**config.mk**
```make
export PLATFORM = sky130hd
export DESIGN_NAME = motor_cmd_sequencer
export DESIGN_NICKNAME = d
export VERILOG_FILES = /design/src/rtl/microbot_pkg.sv /design/src/rtl/cmd_debounce.sv /design/src/rtl/motor_cmd_sequencer.sv
export SDC_FILE = /design/constraint.sdc
export NUM_CORES = 1
export LEC_CHECK = 0
export CAP_MARGIN = 10
export CORE_ASPECT_RATIO = 0.9
export CORE_MARGIN = 2
export CORE_UTILIZATION = 62
export DETAILED_ROUTE_END_ITERATION = 6
export PLACE_DENSITY_LB_ADDON = 0.12
export REMOVE_ABC_BUFFERS = 1
export SKIP_LAST_GASP = 1
export SLEW_MARGIN = 20
export SYNTH_ARGS = -nofsm -noshare
export SYNTH_HDL_FRONTEND = slang
export SYNTH_SLANG_ARGS = --single-unit
```
**constraint.sdc**
```tcl
create_clock -name clk -period 4.8 [get_ports clk]
set_input_delay 0.72 -clock clk [delete_from_list [all_inputs] [get_ports clk]]
set_output_delay 0.72 -clock clk [all_outputs]
set_load 0.005 [all_outputs]
```
**src/rtl/microbot_pkg.sv**
```systemverilog
// Shared encodings for the microbot motion path: command codes, H-bridge
// patterns, sequencer state encoding and the command-to-pattern lookup.
package microbot_pkg;

  localparam logic [1:0] CMD_STANDBY = 2'b00;
  localparam logic [1:0] CMD_FWD     = 2'b01;
  localparam logic [1:0] CMD_RIGHT   = 2'b10;
  localparam logic [1:0] CMD_LEFT    = 2'b11;

  // {A_d, A_i, B_d, B_i}; no pattern drives both pins of one bridge
  localparam logic [3:0] PAT_STANDBY = 4'b0000;
  localparam logic [3:0] PAT_FWD     = 4'b1010;
  localparam logic [3:0] PAT_RIGHT   = 4'b1001;
  localparam logic [3:0] PAT_LEFT    = 4'b0110;

  typedef enum logic [1:0] {
    ST_STOP = 2'b00,
    ST_RUN  = 2'b01,
    ST_DEAD = 2'b10
  } state_e;

  function automatic logic [3:0] motor_pattern(input logic [1:0] c);
    logic [3:0] p;
    case (c)
      CMD_FWD:   p = PAT_FWD;
      CMD_RIGHT: p = PAT_RIGHT;
      CMD_LEFT:  p = PAT_LEFT;
      default:   p = PAT_STANDBY;
    endcase
    return p;
  endfunction

endpackage

```
**src/rtl/cmd_debounce.sv**
```systemverilog
// Command debouncer: filt_cmd follows cmd only after it has been sampled
// unchanged long enough for the run counter to reach DEBOUNCE_CYCLES-1.
module cmd_debounce
  import microbot_pkg::*;
#(
  parameter int DEBOUNCE_CYCLES = 4,
  parameter int CNT_W           = 8
) (
  input  logic       clk,
  input  logic       reset,
  input  logic [1:0] cmd,
  output logic [1:0] filt_cmd
);

  localparam logic [CNT_W-1:0] DB_LAST = CNT_W'(DEBOUNCE_CYCLES - 1);

  logic [1:0]       cmd_q, cmd_d;
  logic [1:0]       filt_q, filt_d;
  logic [CNT_W-1:0] dcnt_q, dcnt_d;

  always_comb begin
    cmd_d  = cmd_q;
    filt_d = filt_q;
    dcnt_d = dcnt_q;
    if (cmd != cmd_q) begin
      cmd_d  = cmd;
      dcnt_d = '0;
    end else if (dcnt_q == DB_LAST) begin
      // counter parks here; filt keeps re-latching the same stable value
      filt_d = cmd_q;
    end else begin
      dcnt_d = dcnt_q + CNT_W'(1);
    end
  end

  always_ff @(posedge clk) begin
    if (reset) begin
      cmd_q  <= CMD_STANDBY;
      filt_q <= CMD_STANDBY;
      dcnt_q <= '0;
    end else begin
      cmd_q  <= cmd_d;
      filt_q <= filt_d;
      dcnt_q <= dcnt_d;
    end
  end

  assign filt_cmd = filt_q;

endmodule

```
**src/rtl/motor_cmd_sequencer.sv**
```systemverilog
// Motion command sequencer: debounced command in, registered H-bridge pins
// out, with a minimum dwell per motion and all-off dead time between motions.
module motor_cmd_sequencer
  import microbot_pkg::*;
#(
  parameter int DEBOUNCE_CYCLES = 4,
  parameter int DEAD_CYCLES     = 8,
  parameter int DWELL_CYCLES    = 16,
  parameter int CNT_W           = 8
) (
  input  logic       clk,
  input  logic       reset,
  input  logic       enable,
  input  logic [1:0] cmd,
  output logic [3:0] motors,
  output logic [1:0] active_cmd,
  output logic       busy
);

  localparam logic [CNT_W-1:0] DWELL_LAST = CNT_W'(DWELL_CYCLES - 1);
  localparam logic [CNT_W-1:0] DEAD_LAST  = CNT_W'(DEAD_CYCLES - 1);

  logic [1:0] filt_cmd;

  cmd_debounce #(
    .DEBOUNCE_CYCLES(DEBOUNCE_CYCLES),
    .CNT_W          (CNT_W)
  ) u_debounce (
    .clk     (clk),
    .reset   (reset),
    .cmd     (cmd),
    .filt_cmd(filt_cmd)
  );

  state_e           state_q, state_d;
  logic [3:0]       motors_q, motors_d;
  logic [1:0]       active_q, active_d;
  logic [CNT_W-1:0] tcnt_q, tcnt_d;

  logic start_ok;
  assign start_ok = enable && (filt_cmd != CMD_STANDBY);

  always_comb begin
    state_d  = state_q;
    motors_d = motors_q;
    active_d = active_q;
    tcnt_d   = tcnt_q;
    case (state_q)
      ST_STOP: begin
        motors_d = PAT_STANDBY;
        active_d = CMD_STANDBY;
        if (start_ok) begin
          state_d  = ST_RUN;
          active_d = filt_cmd;
          motors_d = motor_pattern(filt_cmd);
          tcnt_d   = DWELL_LAST;
        end
      end
      ST_RUN: begin
        if (tcnt_q != '0) tcnt_d = tcnt_q - CNT_W'(1);
        // disable overrides dwell; a command change waits for dwell to expire
        if (!enable || (tcnt_q == '0 && filt_cmd != active_q)) begin
          state_d  = ST_DEAD;
          motors_d = PAT_STANDBY;
          active_d = CMD_STANDBY;
          tcnt_d   = DEAD_LAST;
        end
      end
      ST_DEAD: begin
        if (tcnt_q == '0) begin
          if (start_ok) begin
            state_d  = ST_RUN;
            active_d = filt_cmd;
            motors_d = motor_pattern(filt_cmd);
            tcnt_d   = DWELL_LAST;
          end else begin
            state_d = ST_STOP;
          end
        end else begin
          tcnt_d = tcnt_q - CNT_W'(1);
        end
      end
      default: begin
        state_d  = ST_STOP;
        motors_d = PAT_STANDBY;
        active_d = CMD_STANDBY;
        tcnt_d   = '0;
      end
    endcase
  end

  always_ff @(posedge clk) begin
    if (reset) begin
      state_q  <= ST_STOP;
      motors_q <= PAT_STANDBY;
      active_q <= CMD_STANDBY;
      tcnt_q   <= '0;
    end else begin
      state_q  <= state_d;
      motors_q <= motors_d;
      active_q <= active_d;
      tcnt_q   <= tcnt_d;
    end
  end

  assign motors     = motors_q;
  assign active_cmd = active_q;
  assign busy       = (state_q != ST_STOP);

endmodule

```
### Word-level counts from Yosys, hierarchy flattened

Cells that the tools add are included.

* register bits: 28
* input port bits: 5
* output and inout bits: 7
* logic and storage cells: 57

* add/sub/neg operators: 2
* eq/ne operators: 13
* muxes and demuxes: 21
* bitwise gates (word level): 1
* reduce and logical (&&, ||, !) cells: 13

Operator list (count)
* $mux 8: 4
* $pmux 4 s3: 2
* $pmux 8 s3: 1
* $mux 4: 4
* $mux 2: 7
* $pmux 2 s3: 2
* $add 8x1->8 const B: 1
* $eq 8x2->1 const B: 1
* $logic_not 8->1: 1
* $ne 2x2->1 const B: 4
* $reduce_bool 8->1: 1
* $sub 8x1->8 const B: 1
* $eq 2x2->1 const B: 3
* $reduce_and 3->1: 2
* $eq 2x1->1 const B: 2
* $ne 2x2->1: 2
* $reduce_bool 2->1: 2
* $ne 3x3->1 const B: 1
* $logic_and 1x1->1: 2
* $logic_not 2->1: 1
* $reduce_and 2->1: 1
* $reduce_or 2->1: 1
* $logic_not 1->1: 1
* $logic_or 1x1->1: 1
* 2 further kinds: 2

### Depth between registers and ports, before layout

Gate-level depths: netlist of run 1.

* word-level depth: 5
* mapped depth: 7

### Modules after synthesis

From an unflattened synthesis of run 1, not the netlist that was laid out.

* cells, all modules: 189
* area, all modules: 1667.8 sq um

Modules (own cells, without submodules)
* motor_cmd_sequencer: instances 1, cells each 132, area each 1119.8 sq um, seq. area each 320.3 sq um
* cmd_debounce: instances 1, cells each 57, area each 548.0 sq um, seq. area each 240.2 sq um

### Least setup slack after synthesis of run 1

No wires, ideal clock.

* path type: reg2reg
* start: reg tcnt_q[0]
* end: reg tcnt_q[0]
* arrival: 1.778 ns
* slack: 2.947 ns
* stages on the path, launching flop included: 7
* clock period less this slack: 1.853 ns
* path through: dfxtp_1 > inv_1 > ha_1 > or4b_4 > or3_1 > a221o_1 > o22ai_1

* longest elaborated chain between the ends: 5
* elaborated cells between the ends (all ways): 11
* those cells by class: 1 x add/sub; 1 x eq/ne; 5 x mux; 4 x reduce/logical

Ends and longest elaborated chain
* start, declared: RTL line motor_cmd_sequencer.sv:38 `logic [CNT_W-1:0] tcnt_q, tcnt_d;`
* start signal, assigned: RTL line motor_cmd_sequencer.sv:102 `tcnt_q <= tcnt_d;`
* parallel branches: the longest is 5 deep, another holds $sub 8x1->8

Several ways; the timed one is not identified. The select of a mux whose other input is x is not followed.
A chain may end at the register's enable or synchronous reset.

### Final worst setup path of run 1

* start: reg state_q[0]
* end: out busy

* longest elaborated chain between the ends: 1

Ends and longest elaborated chain
* start, declared: RTL line motor_cmd_sequencer.sv:35 `state_e state_q, state_d;`
* start signal, assigned: RTL line motor_cmd_sequencer.sv:99 `state_q <= state_d;`
* $reduce_bool 2->1: RTL line motor_cmd_sequencer.sv:108 `assign busy = (state_q != ST_STOP);`
* end, declared: RTL line motor_cmd_sequencer.sv:17 `output logic busy`

Every way passes these cells.

==> run_summary.xml, run 1 <==
<?xml version="1.0" encoding="UTF-8"?>
<metrics>
  <group name="clock_network">
    <metric name="post_cts_buffers" unit="">0</metric>
    <metric name="clk_transition_reported_paths" unit="ps">150</metric>
    <metric name="cts.sink_count" unit="">28</metric>
    <metric name="cts.repair.resized" unit="">0</metric>
    <metric name="cts_buffers" unit="">3</metric>
    <metric name="clock_insertion_delay_worst_skew" unit="ps">330</metric>
    <metric name="tritoncts" unit="">built</metric>
    <metric name="cts_hold_buf" unit="">0</metric>
    <metric name="clock_path_buffers" unit="">2</metric>
    <metric name="htreeDepth" unit="">1</metric>
    <metric name="clockRootBuffer" unit="">sky130_fd_sc_hd__clkbuf_4</metric>
  </group>
  <group name="pwr">
    <metric name="power.leakage" unit="nW">0.732</metric>
    <metric name="switching_share" unit="">0.218</metric>
    <metric name="seqPwrFrac" unit="">0.637</metric>
    <metric name="irDropWorstVdd" unit="mV">0.189</metric>
    <metric name="powerDensity" unit="nW/um2">212</metric>
    <metric name="pwr-share-clk" unit="">0.313</metric>
    <metric name="internal-power" unit="W">0.000289</metric>
    <metric name="power.share.combinational" unit="">0.050</metric>
    <metric name="netSwitchingPower" unit="W">0.0000808</metric>
  </group>
  <group name="critical_path">
    <metric name="cp-end-kind" unit="">output pin</metric>
    <metric name="setup.worst_path.class" unit="">flip-flop to output pin</metric>
    <metric name="crit_slowest_cell" unit="">sky130_fd_sc_hd__dfxtp_1</metric>
    <metric name="setup_slack_on_the_worst_flop_to_flop_path" unit="ps">2540</metric>
    <metric name="start_kind" unit="">flip-flop</metric>
    <metric name="critical_path_fanouts_max" unit="">15</metric>
    <metric name="worst_ep_required_time" unit="ps">4080</metric>
    <metric name="critPathMaxStageDelay" unit="ps">650</metric>
    <metric name="critical_path.cell_chain" unit="">or2_2, clkdlybuf4s50_1</metric>
    <metric name="cp.arrival" unit="ps">1660</metric>
  </group>
  <group name="die">
    <metric name="effective_utilization_at_floorplan" unit="">0.648</metric>
    <metric name="core_area" unit="um2">2450</metric>
    <metric name="fp-row-count" unit="">17</metric>
    <metric name="die_footprint" unit="um2">2980</metric>
    <metric name="die_h" unit="um">52.0</metric>
    <metric name="die_w" unit="um">57.3</metric>
    <metric name="design.portCount" unit="">12</metric>
  </group>
  <group name="cells_and_area">
    <metric name="area_added_between_synthesis_and_finish" unit="%">10.3</metric>
    <metric name="finish.cell_count_without_fillers" unit="">227</metric>
    <metric name="num-fill-cells" unit="">208</metric>
    <metric name="post-route-util" unit="">0.715</metric>
    <metric name="fraction_of_layout_instances_using_a_drive_strength_above_1" unit="">0.0553</metric>
    <metric name="antenna_diode_instance_count" unit="">0</metric>
    <metric name="finalNetCount" unit="">212</metric>
  </group>
  <group name="place">
    <metric name="gpl.final_weighted_congestion" unit="">0.893</metric>
    <metric name="post-place-ws" unit="ps">2360</metric>
    <metric name="post-place-cells" unit="">223</metric>
    <metric name="place.port_buffers" unit="">11</metric>
    <metric name="dp_hpwl" unit="um">2310</metric>
  </group>
  <group name="logic_synthesis">
    <metric name="post_synthesis_cell_count" unit="">189</metric>
    <metric name="leading_cell_types_by_total_area_after_synthesis" unit="">sky130_fd_sc_hd__dfxtp_1, sky130_fd_sc_hd__mux2i_1, sky130_fd_sc_hd__ha_1, sky130_fd_sc_hd__nor2_1, sky130_fd_sc_hd__xor2_1</metric>
    <metric name="post_synthesis_cell_type_count" unit="">40</metric>
    <metric name="ys_seq_area_frac" unit="">0.354</metric>
    <metric name="ys_ff_latch" unit="">28</metric>
    <metric name="synth_largest_area_cell" unit="">sky130_fd_sc_hd__dfxtp_1</metric>
    <metric name="post_synth.cell_area_avg" unit="um2">8.39</metric>
    <metric name="synth_top_area_share" unit="">0.354</metric>
    <metric name="syn-cell-area" unit="um2">1590</metric>
    <metric name="yosysWarningCount" unit="">0</metric>
  </group>
  <group name="sta">
    <metric name="maxClockFrequency" unit="MHz">421</metric>
    <metric name="unrepaired_setup_endpoints_after_global_routing" unit="">false</metric>
    <metric name="holdWs" unit="ps">485</metric>
    <metric name="fin_tns_setup" unit="ps">0</metric>
    <metric name="final_min_period_over_clock_period" unit="">0.495</metric>
    <metric name="setup_viol_count_final" unit="">0</metric>
    <metric name="timing.final.ws_setup" unit="ps">2420</metric>
    <metric name="max_transition_viols_final" unit="">0</metric>
    <metric name="max_slew.worst_pin.slew" unit="ps">612</metric>
    <metric name="worst_clock_skew" unit="ps">7.04</metric>
    <metric name="timing.final.hold_violations" unit="">0</metric>
    <metric name="layout_min_cycle_time" unit="ps">2380</metric>
    <metric name="timing.slew.headroom" unit="">0.591</metric>
  </group>
  <group name="global_routing">
    <metric name="grt_max_degree" unit="">20</metric>
    <metric name="global_route.overflow_total" unit="">0</metric>
    <metric name="grt_pass1_wl" unit="um">5550</metric>
    <metric name="first_global_vias" unit="">1269</metric>
    <metric name="gr_util_all_layers" unit="">0.240</metric>
    <metric name="number_of_antenna_violations_at_the_first_check_in_global_routing" unit="">0</metric>
  </group>
  <group name="detailed_routing">
    <metric name="avgViaCountPerCell" unit="">6.01</metric>
    <metric name="via_count" unit="">1365</metric>
    <metric name="drtAntennaViolNets" unit="">0</metric>
    <metric name="remaining_drc_errors" unit="">0</metric>
    <metric name="wl_per_cell" unit="um">14.1</metric>
    <metric name="first_iter_violations" unit="">40</metric>
    <metric name="routed_wire_length" unit="um">3210</metric>
    <metric name="dr.pass1.iters" unit="">4</metric>
  </group>
  <group name="run_status">
    <metric name="status" unit="">finished, final reports clean</metric>
  </group>
  <group name="job">
    <metric name="maxCapViolCount" unit="">0</metric>
  </group>
  <group name="worst_hold_path">
    <metric name="hold_path_class" unit="">flip-flop to flip-flop</metric>
  </group>
</metrics>
==> cell usage in the layout, fill, tap and decap left out, types with 2 or more instances in the layout <==
| cell type | n |
|---|---|
| sky130_fd_sc_hd__nor2b_1 | 6 |
| sky130_fd_sc_hd__nand2b_1 | 11 |
| sky130_fd_sc_hd__a22o_1 | 2 |
| sky130_fd_sc_hd__o21ai_0 | 5 |
| sky130_fd_sc_hd__and2_1 | 2 |
| sky130_fd_sc_hd__nor3_1 | 4 |
| sky130_fd_sc_hd__a211oi_1 | 3 |
| sky130_fd_sc_hd__nor2_1 | 23 |
| sky130_fd_sc_hd__clkbuf_4 | 3 |
| sky130_fd_sc_hd__or3_1 | 6 |
| sky130_fd_sc_hd__a21oi_1 | 12 |
| sky130_fd_sc_hd__xor2_1 | 9 |
| sky130_fd_sc_hd__o22ai_1 | 2 |
| sky130_fd_sc_hd__nand2_1 | 16 |
| sky130_fd_sc_hd__inv_1 | 5 |
| sky130_fd_sc_hd__nor4_1 | 2 |
| sky130_fd_sc_hd__nand3_1 | 7 |
| sky130_fd_sc_hd__xnor2_1 | 3 |
| sky130_fd_sc_hd__and3_1 | 2 |
| sky130_fd_sc_hd__ha_1 | 7 |
| sky130_fd_sc_hd__mux2i_1 | 10 |
| sky130_fd_sc_hd__clkdlybuf4s50_1 | 11 |
| sky130_fd_sc_hd__nor4b_1 | 2 |
| sky130_fd_sc_hd__dfxtp_1 | 28 |
==> worst paths after layout <==
| kind | from | end | depth (start not counted) |
|---|---|---|---|
| setup / recovery | state_q[0] | busy | 2 |
| hold / removal | motors[0] | motors[0] | 2 |
| hold reg to reg | motors[0] | motors[0] | 2 |
| setup reg to reg | tcnt_q[0] | motors[2] | 7 |
==> per-stage QoR <==
stage | total power, W | area, um2
final | 0.000370 | 1750
after global routing | 0.000382 | 1750
after CTS | 0.000373 | 1750
after detailed placement | 0.000259 | 1710
after global placement | 0.000258 | 1710
after floorplan | 0.000251 | 1570
==> synth_stat cells <==
| library cell | number |
|---|---|
| sky130_fd_sc_hd__a211oi_1 | 3 |
| sky130_fd_sc_hd__a21boi_0 | 1 |
| sky130_fd_sc_hd__a21boi_4 | 1 |
| sky130_fd_sc_hd__a21oi_1 | 12 |
| sky130_fd_sc_hd__a21oi_2 | 1 |
| sky130_fd_sc_hd__a221o_1 | 1 |
| sky130_fd_sc_hd__a22o_1 | 2 |
| sky130_fd_sc_hd__a2bb2oi_1 | 1 |
| sky130_fd_sc_hd__a41oi_1 | 1 |
| sky130_fd_sc_hd__and2_1 | 2 |
| sky130_fd_sc_hd__and3_1 | 2 |
| sky130_fd_sc_hd__clkbuf_1 | 5 |
| sky130_fd_sc_hd__dfxtp_1 | 28 |
| sky130_fd_sc_hd__ha_1 | 7 |
| sky130_fd_sc_hd__inv_1 | 5 |
| sky130_fd_sc_hd__mux2_2 | 1 |
| sky130_fd_sc_hd__mux2i_1 | 10 |
| sky130_fd_sc_hd__nand2_1 | 16 |
| sky130_fd_sc_hd__nand2b_1 | 11 |
| sky130_fd_sc_hd__nand3_1 | 7 |
| sky130_fd_sc_hd__nand3_2 | 1 |
| sky130_fd_sc_hd__nor2_1 | 23 |
| sky130_fd_sc_hd__nor2_2 | 1 |
| sky130_fd_sc_hd__nor2b_1 | 6 |
| sky130_fd_sc_hd__nor3_1 | 4 |
| sky130_fd_sc_hd__nor4_1 | 2 |
| sky130_fd_sc_hd__nor4b_1 | 2 |
| sky130_fd_sc_hd__o211ai_1 | 1 |
| sky130_fd_sc_hd__o21a_1 | 1 |
| sky130_fd_sc_hd__o21ai_0 | 5 |
| sky130_fd_sc_hd__o21ai_1 | 1 |
| sky130_fd_sc_hd__o22a_1 | 1 |
| sky130_fd_sc_hd__o22ai_1 | 2 |
| sky130_fd_sc_hd__o2bb2ai_1 | 1 |
| sky130_fd_sc_hd__o32ai_1 | 1 |
| sky130_fd_sc_hd__or2_2 | 1 |
| sky130_fd_sc_hd__or3_1 | 6 |
| sky130_fd_sc_hd__or4b_4 | 1 |
| sky130_fd_sc_hd__xnor2_1 | 3 |
| sky130_fd_sc_hd__xor2_1 | 9 |
==> final cells by class <==
type,instances,area [um2],area share
sequential,28,561,0.321
tap,28,35.0,0.0200
multi-input combinational,151,987,0.565
inverter,5,18.8,0.0107
clock buffer,4,36.3,0.0208
timing repair buffer,11,110,0.0630
==> sequential cells by signal, summed over array words and instances, names as in the netlist <==
register	flops
u_debounce.cmd_q	2
motors	4
tcnt_q	8
state_q	2
active_cmd	2
u_debounce.filt_cmd	2
u_debounce.dcnt_q	8
==> cell families after synthesis <==
family	after synthesis	synth area share
DFF	28	0.354
xor gates and xnor gates	12	0.0663
muxes	11	0.0702
buffers and inverters	10	0.0237
AOI/OAI and AO/OA	36	0.155
and+or+nand+nor	85	0.275
adders and majority gates	7	0.0552
==> metal layers <==
metal  vias up  routed length, um  track usage
met5         -                  0            0
met4         0                 42        0.101
met3         5                184       0.0597
met2        38               1480        0.381
met1       637               1500        0.311
li1        685                  -            -
==> critical path, delay by kind of cell, from the launching register on <==
family	cells	cell delay (ps)
buffers and inverters	1	480
flip-flops	1	650
AND/OR/NAND/NOR	1	190
==> power by group through the flow <==
| stage | clock [W] | combinational, W | sequential, W |
|---|---|---|---|
| finish | 0.000116 | 0.0000185 | 0.000236 |
| detailed placement | 0 | 0.0000183 | 0.000241 |
| global placement | 0 | 0.0000176 | 0.000241 |
| floorplan | 0 | 0.0000101 | 0.000241 |
| global route | 0.000125 | 0.0000204 | 0.000236 |
| CTS | 0.000118 | 0.0000185 | 0.000236 |
Note: power is estimated with default switching activity, not from simulation.
==> run 2, diff against run 1 <==
- CORE_UTILIZATION: 62 -> 57
- clock period: 4.8 -> 2.24 ns (I/O delays scaled with it)
==> run 2 against run 1 <==
Compared with the run above: power up 140%; largest cell class unchanged; hold slack worse by 4.8 ps; highest routed layer unchanged; critical path type is now flip-flop to flip-flop; register-to-register slack worse by 2400 ps; critical endpoint is now tcnt_q[3].
==> run_summary.xml, run 2 (synthesis results as in run 1) <==
<?xml version="1.0" encoding="UTF-8"?>
<metrics>
  <group name="run_status">
    <metric name="status" unit="">finished, final reports clean</metric>
  </group>
  <group name="global_routing">
    <metric name="grt_max_degree" unit="">17</metric>
    <metric name="number_of_antenna_violations_at_the_first_check_in_global_routing" unit="">0</metric>
    <metric name="gr_util_all_layers" unit="">0.235</metric>
    <metric name="grt_pass1_wl" unit="um">5730</metric>
    <metric name="first_global_vias" unit="">1298</metric>
    <metric name="global_route.overflow_total" unit="">0</metric>
  </group>
  <group name="place">
    <metric name="dp_hpwl" unit="um">2500</metric>
    <metric name="post-place-ws" unit="ps">116</metric>
    <metric name="place.port_buffers" unit="">11</metric>
    <metric name="gpl.final_weighted_congestion" unit="">1.01</metric>
  </group>
  <group name="critical_path">
    <metric name="critical_path.top_delay_family" unit="">simple AND/OR/NAND/NOR gates</metric>
    <metric name="cp-end-kind" unit="">flip-flop</metric>
    <metric name="regToRegEndpoint" unit="">tcnt_q[3]</metric>
    <metric name="critical_path.cell_chain" unit="">inv_1, ha_1, or4b_4, o21ai_0, mux2_2, o22a_1, nor2_1</metric>
    <metric name="setup_slack_on_the_worst_flop_to_flop_path" unit="ps">150</metric>
    <metric name="setup.worst_path.class" unit="">flip-flop to flip-flop</metric>
    <metric name="critical_path.reg2reg.startpoint" unit="">tcnt_q[0]</metric>
    <metric name="cp.arrival" unit="ps">2380</metric>
    <metric name="cp_num_buf_inv" unit="">1</metric>
    <metric name="worst_ep_required_time" unit="ps">2530</metric>
    <metric name="critPathMaxStageDelay" unit="ps">500</metric>
    <metric name="crit_slowest_cell" unit="">sky130_fd_sc_hd__or4b_4</metric>
    <metric name="start_kind" unit="">flip-flop</metric>
    <metric name="reg2reg_depth" unit="">7</metric>
    <metric name="critical_path_fanouts_max" unit="">5</metric>
  </group>
  <group name="die">
    <metric name="effective_utilization_at_floorplan" unit="">0.587</metric>
    <metric name="fp-row-count" unit="">18</metric>
    <metric name="core_area" unit="um2">2700</metric>
    <metric name="die_footprint" unit="um2">3220</metric>
    <metric name="die_h" unit="um">54.0</metric>
    <metric name="design.portCount" unit="">12</metric>
    <metric name="die_w" unit="um">59.6</metric>
  </group>
  <group name="detailed_routing">
    <metric name="first_iter_violations" unit="">49</metric>
    <metric name="dr.pass1.iters" unit="">5</metric>
    <metric name="avgViaCountPerCell" unit="">5.94</metric>
    <metric name="remaining_drc_errors" unit="">0</metric>
    <metric name="wl_per_cell" unit="um">14.2</metric>
    <metric name="via_count" unit="">1403</metric>
    <metric name="drtAntennaViolNets" unit="">0</metric>
    <metric name="routed_wire_length" unit="um">3360</metric>
  </group>
  <group name="pwr">
    <metric name="power.leakage" unit="nW">0.773</metric>
    <metric name="irDropWorstVdd" unit="mV">0.443</metric>
    <metric name="total_power" unit="W">0.000878</metric>
    <metric name="powerDensity" unit="nW/um2">481</metric>
  </group>
  <group name="worst_hold_path">
    <metric name="min_path_cells" unit="">2</metric>
    <metric name="hold_path_end" unit="">motors[1]</metric>
    <metric name="min_from" unit="">motors[1]</metric>
    <metric name="hold_path_class" unit="">flip-flop to flip-flop</metric>
  </group>
  <group name="sta">
    <metric name="fin_tns_setup" unit="ps">0</metric>
    <metric name="max_transition_viols_final" unit="">0</metric>
    <metric name="final_min_period_over_clock_period" unit="">0.935</metric>
    <metric name="worst_clock_skew" unit="ps">10.1</metric>
    <metric name="setup_viol_count_final" unit="">0</metric>
    <metric name="unrepaired_setup_endpoints_after_global_routing" unit="">false</metric>
    <metric name="maxClockFrequency" unit="MHz">477</metric>
    <metric name="timing.final.hold_violations" unit="">0</metric>
    <metric name="layout_min_cycle_time" unit="ps">2090</metric>
    <metric name="max_slew.worst_pin.slew" unit="ps">481</metric>
    <metric name="timing.slew.headroom" unit="">0.679</metric>
    <metric name="timing.final.ws_setup" unit="ps">146</metric>
  </group>
  <group name="cells_and_area">
    <metric name="finalNetCount" unit="">219</metric>
    <metric name="antenna_diode_instance_count" unit="">0</metric>
    <metric name="final_cell_mix" unit="">sky130_fd_sc_hd__dfxtp_1, sky130_fd_sc_hd__nor2_1, sky130_fd_sc_hd__nand2_1</metric>
    <metric name="post-route-util" unit="">0.675</metric>
    <metric name="area_added_between_synthesis_and_finish" unit="%">15.2</metric>
    <metric name="leading_cell_type_in_the_layout_fill_and_taps_excluded" unit="">sky130_fd_sc_hd__dfxtp_1</metric>
    <metric name="fraction_of_layout_instances_using_a_drive_strength_above_1" unit="">0.0922</metric>
  </group>
  <group name="job">
    <metric name="maxCapViolCount" unit="">0</metric>
  </group>
  <group name="clock_network">
    <metric name="clock_insertion_delay_worst_skew" unit="ps">330</metric>
    <metric name="clockRootBuffer" unit="">sky130_fd_sc_hd__clkbuf_4</metric>
    <metric name="cts_buffers" unit="">3</metric>
    <metric name="tritoncts" unit="">built</metric>
    <metric name="htreeDepth" unit="">1</metric>
    <metric name="clk_transition_reported_paths" unit="ps">150</metric>
    <metric name="cts.sink_count" unit="">28</metric>
    <metric name="clock_path_buffers" unit="">2</metric>
  </group>
</metrics>
-- run 2: what timing repair did --
item,CTS,global route
gates resized for setup,0,1
setup endpoints to repair,0,10
buffers inserted,0,0
hold buffers,0,0
-- run 2: worst min-delay path, delay by kind of cell (launching register included) --
family	cells	cell delay [ps]
flip-flops	1	340
multiplexers	1	50
AND/OR/NAND/NOR	1	60
-- run 2: layout make-up --
class	instances	area (um2)
Sequential cell	28	561
Clock buffer	3	22.5
Inverter	5	18.8
Fill cell	214	877
Multi-Input combinational cell	151	993
Clock inverter	1	30.0
Timing Repair Buffer	18	163
Tap cell	30	37.5
-- run 2: worst max path at each step --
stage | from | to | slack (ps) | depth (start not counted)
floorplan | tcnt_q[0] | tcnt_q[0] | 390 | 6
global placement | enable | motors[3] | 210 | 5
detailed placement | tcnt_q[0] | motors[3] | 120 | 7
CTS | tcnt_q[0] | motors[3] | 70 | 7
global route | tcnt_q[0] | motors[2] | 20 | 7
finish | tcnt_q[0] | tcnt_q[3] | 150 | 7
-- run 2: per-stage QoR --
step	cells	hold slack, ps	area [um2]
4_1_cts	236	484	1820
2_1_floorplan	184	405	1570
3_5_place_dp	232	460	1770
5_1_grt	236	496	1830
6_report	236	480	1830
3_3_place_gp	232	457	1770
-- run 2: metal layers --
| layer | global-route usage | wire [um] | share of wire | vias to the layer above |
|---|---|---|---|---|
| li1 | - | - | - | 701 |
| met4 | 0.0407 | 15 | 0.0045 | 0 |
| met3 | 0.0625 | 179 | 0.053 | 2 |
| met1 | 0.305 | 1530 | 0.46 | 651 |
| met2 | 0.399 | 1630 | 0.49 | 49 |
| met5 | 0 | 0 | 0 | - |
-- run 2: power breakdown --
part	switching [W]	internal, W	total, W
logic	0.0000218	0.0000206	0.0000424
registers	0.00000350	0.000502	0.000505
clock network	0.000149	0.000181	0.000330
total	0.000175	0.000703	0.000878
==> run 3, diff against run 2 <==
- CORE_UTILIZATION: 57 -> 62
- DONT_BUFFER_PORTS: default -> 1
==> run 3 against run 2 <==
Compared with the run above: global-route usage shrank 1.7 points; sequential power hardly changed; core utilization grew 0.94 points; via count decreased by 7.7%; critical endpoint is now motors[0]; largest power group unchanged.
==> run_summary.xml, run 3 (synthesis results as in run 1) <==
<?xml version="1.0" encoding="UTF-8"?>
<metrics>
  <group name="sta">
    <metric name="max_slew.worst_pin.slew" unit="ps">474</metric>
    <metric name="maxClockFrequency" unit="MHz">491</metric>
    <metric name="timing.final.hold_violations" unit="">0</metric>
    <metric name="holdWs" unit="ps">51.6</metric>
    <metric name="worst_clock_skew" unit="ps">2.90</metric>
    <metric name="timing.slew.headroom" unit="">0.682</metric>
    <metric name="setup_viol_count_final" unit="">0</metric>
    <metric name="layout_min_cycle_time" unit="ps">2040</metric>
    <metric name="unrepaired_setup_endpoints_after_global_routing" unit="">false</metric>
    <metric name="fin_tns_setup" unit="ps">0</metric>
    <metric name="max_transition_viols_final" unit="">0</metric>
    <metric name="final_min_period_over_clock_period" unit="">0.908</metric>
    <metric name="timing.final.ws_setup" unit="ps">205</metric>
  </group>
  <group name="clock_network">
    <metric name="cts.sink_count" unit="">28</metric>
    <metric name="htreeDepth" unit="">1</metric>
    <metric name="clock_insertion_delay_worst_skew" unit="ps">330</metric>
    <metric name="clock_path_buffers" unit="">2</metric>
    <metric name="clockRootBuffer" unit="">sky130_fd_sc_hd__clkbuf_4</metric>
    <metric name="cts.repair.resized" unit="">0</metric>
    <metric name="tritoncts" unit="">built</metric>
    <metric name="cts_hold_buf" unit="">0</metric>
    <metric name="post_cts_buffers" unit="">0</metric>
    <metric name="cts_buffers" unit="">3</metric>
    <metric name="clk_transition_reported_paths" unit="ps">140</metric>
  </group>
  <group name="pwr">
    <metric name="pwr-share-clk" unit="">0.318</metric>
    <metric name="netSwitchingPower" unit="W">0.000163</metric>
    <metric name="power.share.combinational" unit="">0.032</metric>
    <metric name="powerDensity" unit="nW/um2">464</metric>
    <metric name="seqPwrFrac" unit="">0.650</metric>
    <metric name="power.leakage" unit="nW">0.716</metric>
    <metric name="internal-power" unit="W">0.000614</metric>
    <metric name="irDropWorstVdd" unit="mV">0.477</metric>
    <metric name="switching_share" unit="">0.210</metric>
  </group>
  <group name="place">
    <metric name="post-place-ws" unit="ps">227</metric>
    <metric name="place.port_buffers" unit="">0</metric>
    <metric name="gpl.final_weighted_congestion" unit="">0.902</metric>
    <metric name="dp_hpwl" unit="um">2280</metric>
    <metric name="placed_area" unit="um2">1640</metric>
    <metric name="post-place-cells" unit="">217</metric>
  </group>
  <group name="cells_and_area">
    <metric name="finalNetCount" unit="">206</metric>
    <metric name="fraction_of_layout_instances_using_a_drive_strength_above_1" unit="">0.0829</metric>
    <metric name="leading_cell_type_in_the_layout_fill_and_taps_excluded" unit="">sky130_fd_sc_hd__dfxtp_1</metric>
    <metric name="area_added_between_synthesis_and_finish" unit="%">5.68</metric>
    <metric name="final_cell_mix" unit="">sky130_fd_sc_hd__dfxtp_1, sky130_fd_sc_hd__nor2_1, sky130_fd_sc_hd__nand2_1</metric>
    <metric name="design_area" unit="um2">1680</metric>
    <metric name="antenna_diode_instance_count" unit="">0</metric>
    <metric name="num-fill-cells" unit="">190</metric>
    <metric name="finish.cell_count_without_fillers" unit="">221</metric>
  </group>
  <group name="job">
    <metric name="maxCapViolCount" unit="">0</metric>
  </group>
  <group name="global_routing">
    <metric name="grt_max_degree" unit="">20</metric>
    <metric name="global_route.overflow_total" unit="">0</metric>
    <metric name="grt_pass1_wl" unit="um">5160</metric>
    <metric name="gr_util_all_layers" unit="">0.218</metric>
    <metric name="first_global_vias" unit="">1207</metric>
    <metric name="number_of_antenna_violations_at_the_first_check_in_global_routing" unit="">0</metric>
  </group>
  <group name="critical_path">
    <metric name="critical_path.top_delay_family" unit="">simple AND/OR/NAND/NOR gates</metric>
    <metric name="start_kind" unit="">flip-flop</metric>
    <metric name="worst_ep_required_time" unit="ps">2510</metric>
    <metric name="cp_num_buf_inv" unit="">1</metric>
    <metric name="crit_slowest_cell" unit="">sky130_fd_sc_hd__or4b_4</metric>
    <metric name="setup.worst_path.class" unit="">flip-flop to flip-flop</metric>
    <metric name="critPathMaxStageDelay" unit="ps">490</metric>
    <metric name="cp.arrival" unit="ps">2310</metric>
    <metric name="cp-end-kind" unit="">flip-flop</metric>
    <metric name="critical_path_fanouts_max" unit="">6</metric>
    <metric name="critical_path.cell_chain" unit="">inv_1, ha_1, or4b_4, nor2_2, nand2_1, a21boi_4, mux2i_1</metric>
  </group>
  <group name="detailed_routing">
    <metric name="dr.pass1.iters" unit="">4</metric>
    <metric name="avgViaCountPerCell" unit="">5.86</metric>
    <metric name="routed_wire_length" unit="um">3040</metric>
    <metric name="remaining_drc_errors" unit="">0</metric>
    <metric name="wl_per_cell" unit="um">13.8</metric>
    <metric name="via_count" unit="">1295</metric>
    <metric name="first_iter_violations" unit="">59</metric>
    <metric name="drtAntennaViolNets" unit="">0</metric>
  </group>
  <group name="die">
    <metric name="design.portCount" unit="">12</metric>
    <metric name="die_footprint" unit="um2">2980</metric>
    <metric name="fp-row-count" unit="">17</metric>
    <metric name="effective_utilization_at_floorplan" unit="">0.648</metric>
    <metric name="die_w" unit="um">57.3</metric>
    <metric name="core_area" unit="um2">2450</metric>
    <metric name="die_h" unit="um">52.0</metric>
  </group>
  <group name="run_status">
    <metric name="status" unit="">finished, final reports clean</metric>
  </group>
  <group name="worst_hold_path">
    <metric name="hold_path_class" unit="">input pin to flip-flop</metric>
  </group>
</metrics>
==> run 3: changes by cell type in the layout (fill, tap and decap cells not counted), sizes merged <==
cell,previous run,this run
clkbuf,3,4
buf,7,5
clkdlybuf4s50,11,0
bufinv,1,0
==> run 3: path summary, 6_finish.rpt <==
kind	depth (start not counted)	endpoint	slack, ps	start
worst min register to register	2	motors[2]	500	motors[2]
worst max register to register	7	motors[0]	200	tcnt_q[0]
worst min-delay path	1	state_q[1]	50	reset
worst max-delay path	7	motors[0]	200	tcnt_q[0]
==> run 3: stage by stage <==
| step | util | power [W] |
|---|---|---|
| detailed placement | 0.670 | 0.000542 |
| CTS | 0.685 | 0.000785 |
| finish | 0.685 | 0.000777 |
| floorplan | - | 0.000537 |
| global route | 0.685 | 0.000804 |
| global placement | 0.670 | 0.000541 |
==> run 3: layout make-up <==
| cell class | count | area, um2 | share of cell area |
|---|---|---|---|
| Sequential cell | 28 | 561 | 0.335 |
| Timing Repair Buffer | 5 | 37.5 | 0.0224 |
| Tap cell | 28 | 35.0 | 0.0209 |
| Clock buffer | 4 | 36.3 | 0.0217 |
| Multi-Input combinational cell | 151 | 987 | 0.589 |
| Inverter | 5 | 18.8 | 0.0112 |
==> run 3: worst reg2reg max path: cells and delay by family, from the launching register on <==
family	cells	cell delay [ps]
compound gates	1	320
fa+ha+maj	1	170
buf+inv	1	130
flops	1	370
mux	1	230
simple gates	3	750
==> run 3: power groups by stage <==
stage                     Clock [W]  Sequential [W]  Combinational (W)
after CTS                  0.000254        0.000505          0.0000255
after detailed placement          0        0.000516          0.0000255
after floorplan                   0        0.000515          0.0000215
final                      0.000247        0.000505          0.0000252
after global placement            0        0.000516          0.0000248
after global routing       0.000270        0.000506          0.0000283
==> run 3: per-layer routing <==
metal / vias to the layer above / share of wire / global-route usage
met5: - / 0 / 0
li1: 670 / - / -
met3: 4 / 0.059 / 0.0373
met4: 0 / 0.011 / 0.0698
met1: 581 / 0.48 / 0.289
met2: 40 / 0.45 / 0.362
==> RTL change 1, RTL diff (config.mk and constraints of run 2) <==
Put one more register stage on the output `motors`, without a reset. The value now appears one clock later. The other outputs are not delayed to match.
--- a/src/rtl/motor_cmd_sequencer.sv
+++ b/src/rtl/motor_cmd_sequencer.sv
@@ -103,7 +103,9 @@
     end
   end
 
-  assign motors     = motors_q;
+  always_ff @(posedge clk) begin
+    motors <= motors_q;
+  end
   assign active_cmd = active_q;
   assign busy       = (state_q != ST_STOP);
 
Function: changed (Yosys sat finds a counterexample within 10 cycles, from zero or initial values and one cycle with reset high).
==> RTL change 1 against run 2 <==
Sequential share of layout area up 2.8 points. Cell area is 4.6% higher. Critical path type is now flip-flop to output pin. Wire length is 0.51% lower. Total power rose by 8.1%. Sequential cell count is 4 higher. Worst setup slack improved by 0.15 ns. Area after synthesis up 7.7%. Utilization is 0.82 points higher.
==> RTL change 1: results (changes against run 2) <==
** Layout
- The share of post-route cells with drive strength above 1 is 0.108 (+0.0161).
- Layout buffering overhead excluding clock cells :: 0.0655 (-0.0236)
- Fraction of area in clock buffers and inverters :: 0.0242 (-0.00454)
- Multi-input gate area :: 0.00102 mm^2 (+3.1%)
- The number of multi-input combinational cells was 145 (-4.0%).
- The area of all sequential standard cells came to 641 um^2 (+14%).
- Non-clock inverter count :: 6 (+1)
- The final net count was 215 (-1.8%).
- Number of inserted filler cells in the final layout :: 243 (+14%)
- The total of plain and repair buffers excluding clock buffers came to 13 (-5).
- Syn-to-layout area delta :: 11.8%
- Layout clock buffer count :: 6 (+3)

** Worst setup path
- The slowest stage of the critical path is the sky130_fd_sc_hd__dfxtp_1 cell.
- Maximum fanout along the worst path :: 13 (+8)
- The biggest cell delay along the critical path came to 0.57 ns (+0.07 ns).

** Power and ir drop
- Internal power :: 0.721 mW (+2.4%)
- The combinational gate power came to 0.0713 mW (+68%).
- The leakage power summed over all cells is 0.781 nW (+0.98%).
- The power per unit of standard cell area came to 497 mW/mm^2 (+3.3%).
- VDD IR max :: 0.000412 V (-6.8%)
- The sequential group power came to 0.581 mW (+15%).

** Detailed routing
- Detailed router's first-iteration violation count :: 87 (+78%)
- The average via count per standard cell is 5.74 (-3.5%).
- Final wirelength :: 3340 um (-0.51%)
- Number of detailed-routing iterations run before antenna repair :: 7 (+2)

** Place
- DP Wirelength :: 2460 um (-1.7%)
- The placement-stage cell area is 0.00186 mm^2 (+5.5%).
- Routability cong. :: 0.855 (-16%)

** Run status
- Status :: finished, final reports clean

** Clock tree
- The number of levels the H-tree was split into came to 2 (+1).
- Maximum count of clock buffers along a single path :: 2 (unchanged)
- Library cell used as clock root buffer :: sky130_fd_sc_hd__clkbuf_4
- Number of buffers created by CTS :: 5 (+2)
- The clock transition at the registers of the reported paths was 0.09 ns (-0.06 ns).

** GRT
- The wire length of the first global-routing pass was 5980 um (+4.3%).
- Via count of the first global-routing pass :: 1394 (+7.4%)
- Maximum number of pins on one net before global-route repair :: 18 (+1)
- Tot GR Track Use :: 0.228 (-0.00716)

** Timing
- The normalized max-slew margin is 0.688 (+0.00862).
- Clock skew :: 0.00737 ns (-0.00273 ns)

** Synth
- Synthesis-stage register bit count :: 32 (+14%)
- The average footprint of a synthesized cell was 9.18 um^2 (+9.5%).
- Largest cells by area after synthesis :: sky130_fd_sc_hd__dfxtp_1 (38%), sky130_fd_sc_hd__mux2i_1 (5.3%), sky130_fd_sc_hd__ha_1 (5.1%), sky130_fd_sc_hd__nor2_1 (4.8%), sky130_fd_sc_hd__xor2_1 (4.6%)
- The number of distinct library cells after synthesis is 46 (+15%).
- Most frequent cells after synthesis :: sky130_fd_sc_hd__dfxtp_1 (32), sky130_fd_sc_hd__nor2_1 (22), sky130_fd_sc_hd__nand2_1 (20)
- Fraction of the yosys area taken by sequential cells :: 0.375 (+0.0215)
-- RTL change 1: cell types whose count changed after synthesis, sizes merged, moves of 4 or more --
cell	run 2	this run
a31oi	0	4
or2b	0	4
nand2	16	20
nand2b	11	6
dfxtp	28	32
a311oi	0	5
a21oi	13	9
nand3	8	3
or3	6	2
-- RTL change 1: layer usage --
layer  part of all wire  vias up  GRT usage  routed length, um
met4              0.021        0     0.0912                 69
li1                   -      691          -                  -
met5                  0        -          0                  0
met2               0.47       37      0.350               1570
met3              0.055       12     0.0698                184
met1               0.45      654      0.292               1520
-- RTL change 1: path summary, 6_finish.rpt --
| check | start | end | slack [ns] | cells after the start |
|---|---|---|---|---|
| setup / recovery | state_q[0] | busy | 0.30 | 2 |
| hold / removal | motors_q[1] | motors[1] | 0.36 | 0 |
| setup reg to reg | tcnt_q[1] | tcnt_q[4] | 0.30 | 6 |
| hold reg to reg | motors_q[1] | motors[1] | 0.36 | 0 |
-- RTL change 1: cell families (layout without fill, tap and decap cells) --
| group | count (synthesis) | after routing | share of synthesized area |
|---|---|---|---|
| AND/OR/NAND/NOR | 82 | 82 | 0.267 |
| adder cells (fa/ha/maj) | 7 | 7 | 0.0513 |
| AO/OA/AOI/OAI | 34 | 34 | 0.162 |
| flip-flops | 32 | 32 | 0.375 |
| multiplexers | 9 | 9 | 0.0527 |
| XOR/XNOR | 13 | 13 | 0.0667 |
| buffers and inverters | 9 | 26 | 0.0249 |
-- RTL change 1: stage by stage --
step / hold slack (ns) / instances
after floorplan: 0.323 / 183
after global placement: 0.334 / 236
after detailed placement: 0.336 / 236
after CTS: 0.358 / 243
after global routing: 0.369 / 243
final: 0.357 / 243
-- RTL change 1: critical path: cells and delay by family (launching register included) --
family | cells | cell delay (ns)
buf+inv | 1 | 0.51
flops | 1 | 0.57
simple gates | 1 | 0.19
==> RTL change 2, RTL diff (config.mk and constraints of run 2) <==
Without the edit above. `CNT_W` is set to 8 in 2 places; all go to 7.
--- a/src/rtl/cmd_debounce.sv
+++ b/src/rtl/cmd_debounce.sv
@@ -4,7 +4,7 @@
   import microbot_pkg::*;
 #(
   parameter int DEBOUNCE_CYCLES = 4,
-  parameter int CNT_W           = 8
+  parameter int CNT_W           = 7
 ) (
   input  logic       clk,
   input  logic       reset,
--- a/src/rtl/motor_cmd_sequencer.sv
+++ b/src/rtl/motor_cmd_sequencer.sv
@@ -6,7 +6,7 @@
   parameter int DEBOUNCE_CYCLES = 4,
   parameter int DEAD_CYCLES     = 8,
   parameter int DWELL_CYCLES    = 16,
-  parameter int CNT_W           = 8
+  parameter int CNT_W           = 7
 ) (
   input  logic       clk,
   input  logic       reset,
Function: no difference found for any inputs over 10 cycles, from zero or initial values and one cycle with reset high; that may be too few to reach the edited logic, so the function may still have changed.
==> RTL change 2 against run 2 <==
Synthesized cell count decreased by 8.5%. Critical path depth did not move. Critical endpoint is now motors[0]. First-iteration DRC count increased by 12%. Total power down 11%. Utilization increased by 1.5 points. Wire length down 6.8%. Worst hold slack better by 0.0088 ns. Cell area is 7.5% lower. Sequential cell count shrank 2. Worst setup slack gained 0.0099 ns. Area after synthesis decreased by 6.9%. Clock skew about the same.
==> RTL change 2: results (changes against run 2) <==
** Synth
- The xor/xnor cell area share of the yosys netlist is 0.0771 (+0.0108).
- Proportion of synthesized area in mux cells :: 0.0610 (-0.00923)
- Most frequent cells after synthesis :: sky130_fd_sc_hd__dfxtp_1 (26), sky130_fd_sc_hd__nor2_1 (21), sky130_fd_sc_hd__nand2_1 (15)
- Count of cell types in the netlist :: 44 (+10%)
- Largest cells by area after synthesis :: sky130_fd_sc_hd__dfxtp_1 (35%), sky130_fd_sc_hd__mux2i_1 (6.1%), sky130_fd_sc_hd__ha_1 (5.9%), sky130_fd_sc_hd__nor2_1 (5.3%), sky130_fd_sc_hd__xor2_1 (4.2%)
- The gate count after technology mapping came to 173 (-8.5%).
- Post-synthesis share of cell area spent on full adders, half adders and majority gates :: 0.0593 (+0.00407)
- Area share of the largest cell type after synthesis :: 0.353 (-0.00105)

** Worst setup path
- Cell with the biggest individual delay on the critical path :: sky130_fd_sc_hd__o22ai_2
- Grouping stages by cell kind, the critical path spends the most delay in compound AO/OA/AOI/OAI gates.
- Worst Path Arrival :: 2.35 ns (-0.03 ns)
- Delay of the slowest cell on the worst path :: 0.44 ns (-0.06 ns)
- Maximum fanout along the worst path :: 7 (+2)

** Detailed routing
- The number of optimization iterations in the first detailed-route pass came to 4 (-1).
- Detailed-route vias per instance :: 5.95 (about the same)

** Place
- The pre-CTS worst setup slack was 0.170 ns (+0.0539 ns).
- The placement-stage cell area came to 0.00164 mm^2 (-6.9%).
- DP Cell Count :: 213 (-8.2%)
- Routability cong. :: 0.924 (-8.7%)

** Power and ir drop
- The leakage power summed over all cells came to 0.622 nW (-20%).
- Internal power :: 0.599 mW (-15%)
- VDD IR max :: 0.000494 V (+12%)

** Clock tree
- Clock-pin slew was measured on the worst setup and hold paths at 0.14 ns.
- Maximum count of clock buffers along a single path :: 2 (unchanged)

** GRT
- Via count of the first global-routing pass :: 1259 (-3.0%)
- Wire length of the first global-routing pass :: 5440 um (-5.0%)
- Maximum number of pins on one net before global-route repair :: 15 (-2)
- The total routing usage reported by global routing came to 0.234 (-0.00113).

** Timing
- Worst relative slew slack :: 0.601 (-0.0775)
- Clock skew :: 0.00967 ns (-0.000433 ns)

** Layout
- Fraction of layout instances using a drive strength above 1 :: 0.0847 (-0.00758)
- Layout Cells excl Fill :: 217 (-8.1%)
- The final net count came to 202 (-7.8%).

** Run status
- The run finished with clean final reports.
RTL change 2: what timing repair did:
action / in CTS / in global routing
resized for setup: 0 / 1
endpoints found under the hold margin: 0 / 0
setup endpoints to repair: 0 / 1
RTL change 2: logic make-up (layout without fill, tap and decap cells):
group                    after synthesis  after routing
AND/OR/NAND/NOR                       74             74
AO/OA/AOI/OAI                         33             33
flip-flops                            26             26
XOR/XNOR                              13             13
buffers and inverters                 11             27
multiplexers                           9              9
adder cells (fa/ha/maj)                7              7
RTL change 2: final cells by class:
class / instances / area [um^2]
repair buffers: 16 / 148
well taps: 28 / 35.0
clock buffers: 4 / 36.3
multi-input cells: 136 / 922
flip-flops and latches: 26 / 520
inverters: 7 / 26.3
fillers: 197 / 758
RTL change 2: worst paths after layout:
kind | cells after the start | slack [ns] | from | endpoint
max reg2reg | 7 | 0.16 | tcnt_q[0] | motors[0]
max | 7 | 0.16 | tcnt_q[0] | motors[0]
min | 2 | 0.49 | motors[3] | motors[3]
min reg2reg | 2 | 0.49 | motors[3] | motors[3]
RTL change 2: layer usage:
metal / GRT usage / vias up / routed length (um)
met5: 0 / - / 0
met4: 0.0930 / 0 / 54
met3: 0.0519 / 8 / 195
met2: 0.402 / 45 / 1450
met1: 0.284 / 599 / 1430
li1: - / 639 / -
RTL change 2: power by group through the flow:
stage | Sequential [mW] | Clock (mW) | Combinational [mW]
floorplan | 0.482 | 0 | 0.0440
global placement | 0.483 | 0 | 0.0651
detailed placement | 0.483 | 0 | 0.0678
CTS | 0.473 | 0.248 | 0.0680
global route | 0.474 | 0.261 | 0.0805
finish | 0.473 | 0.239 | 0.0713
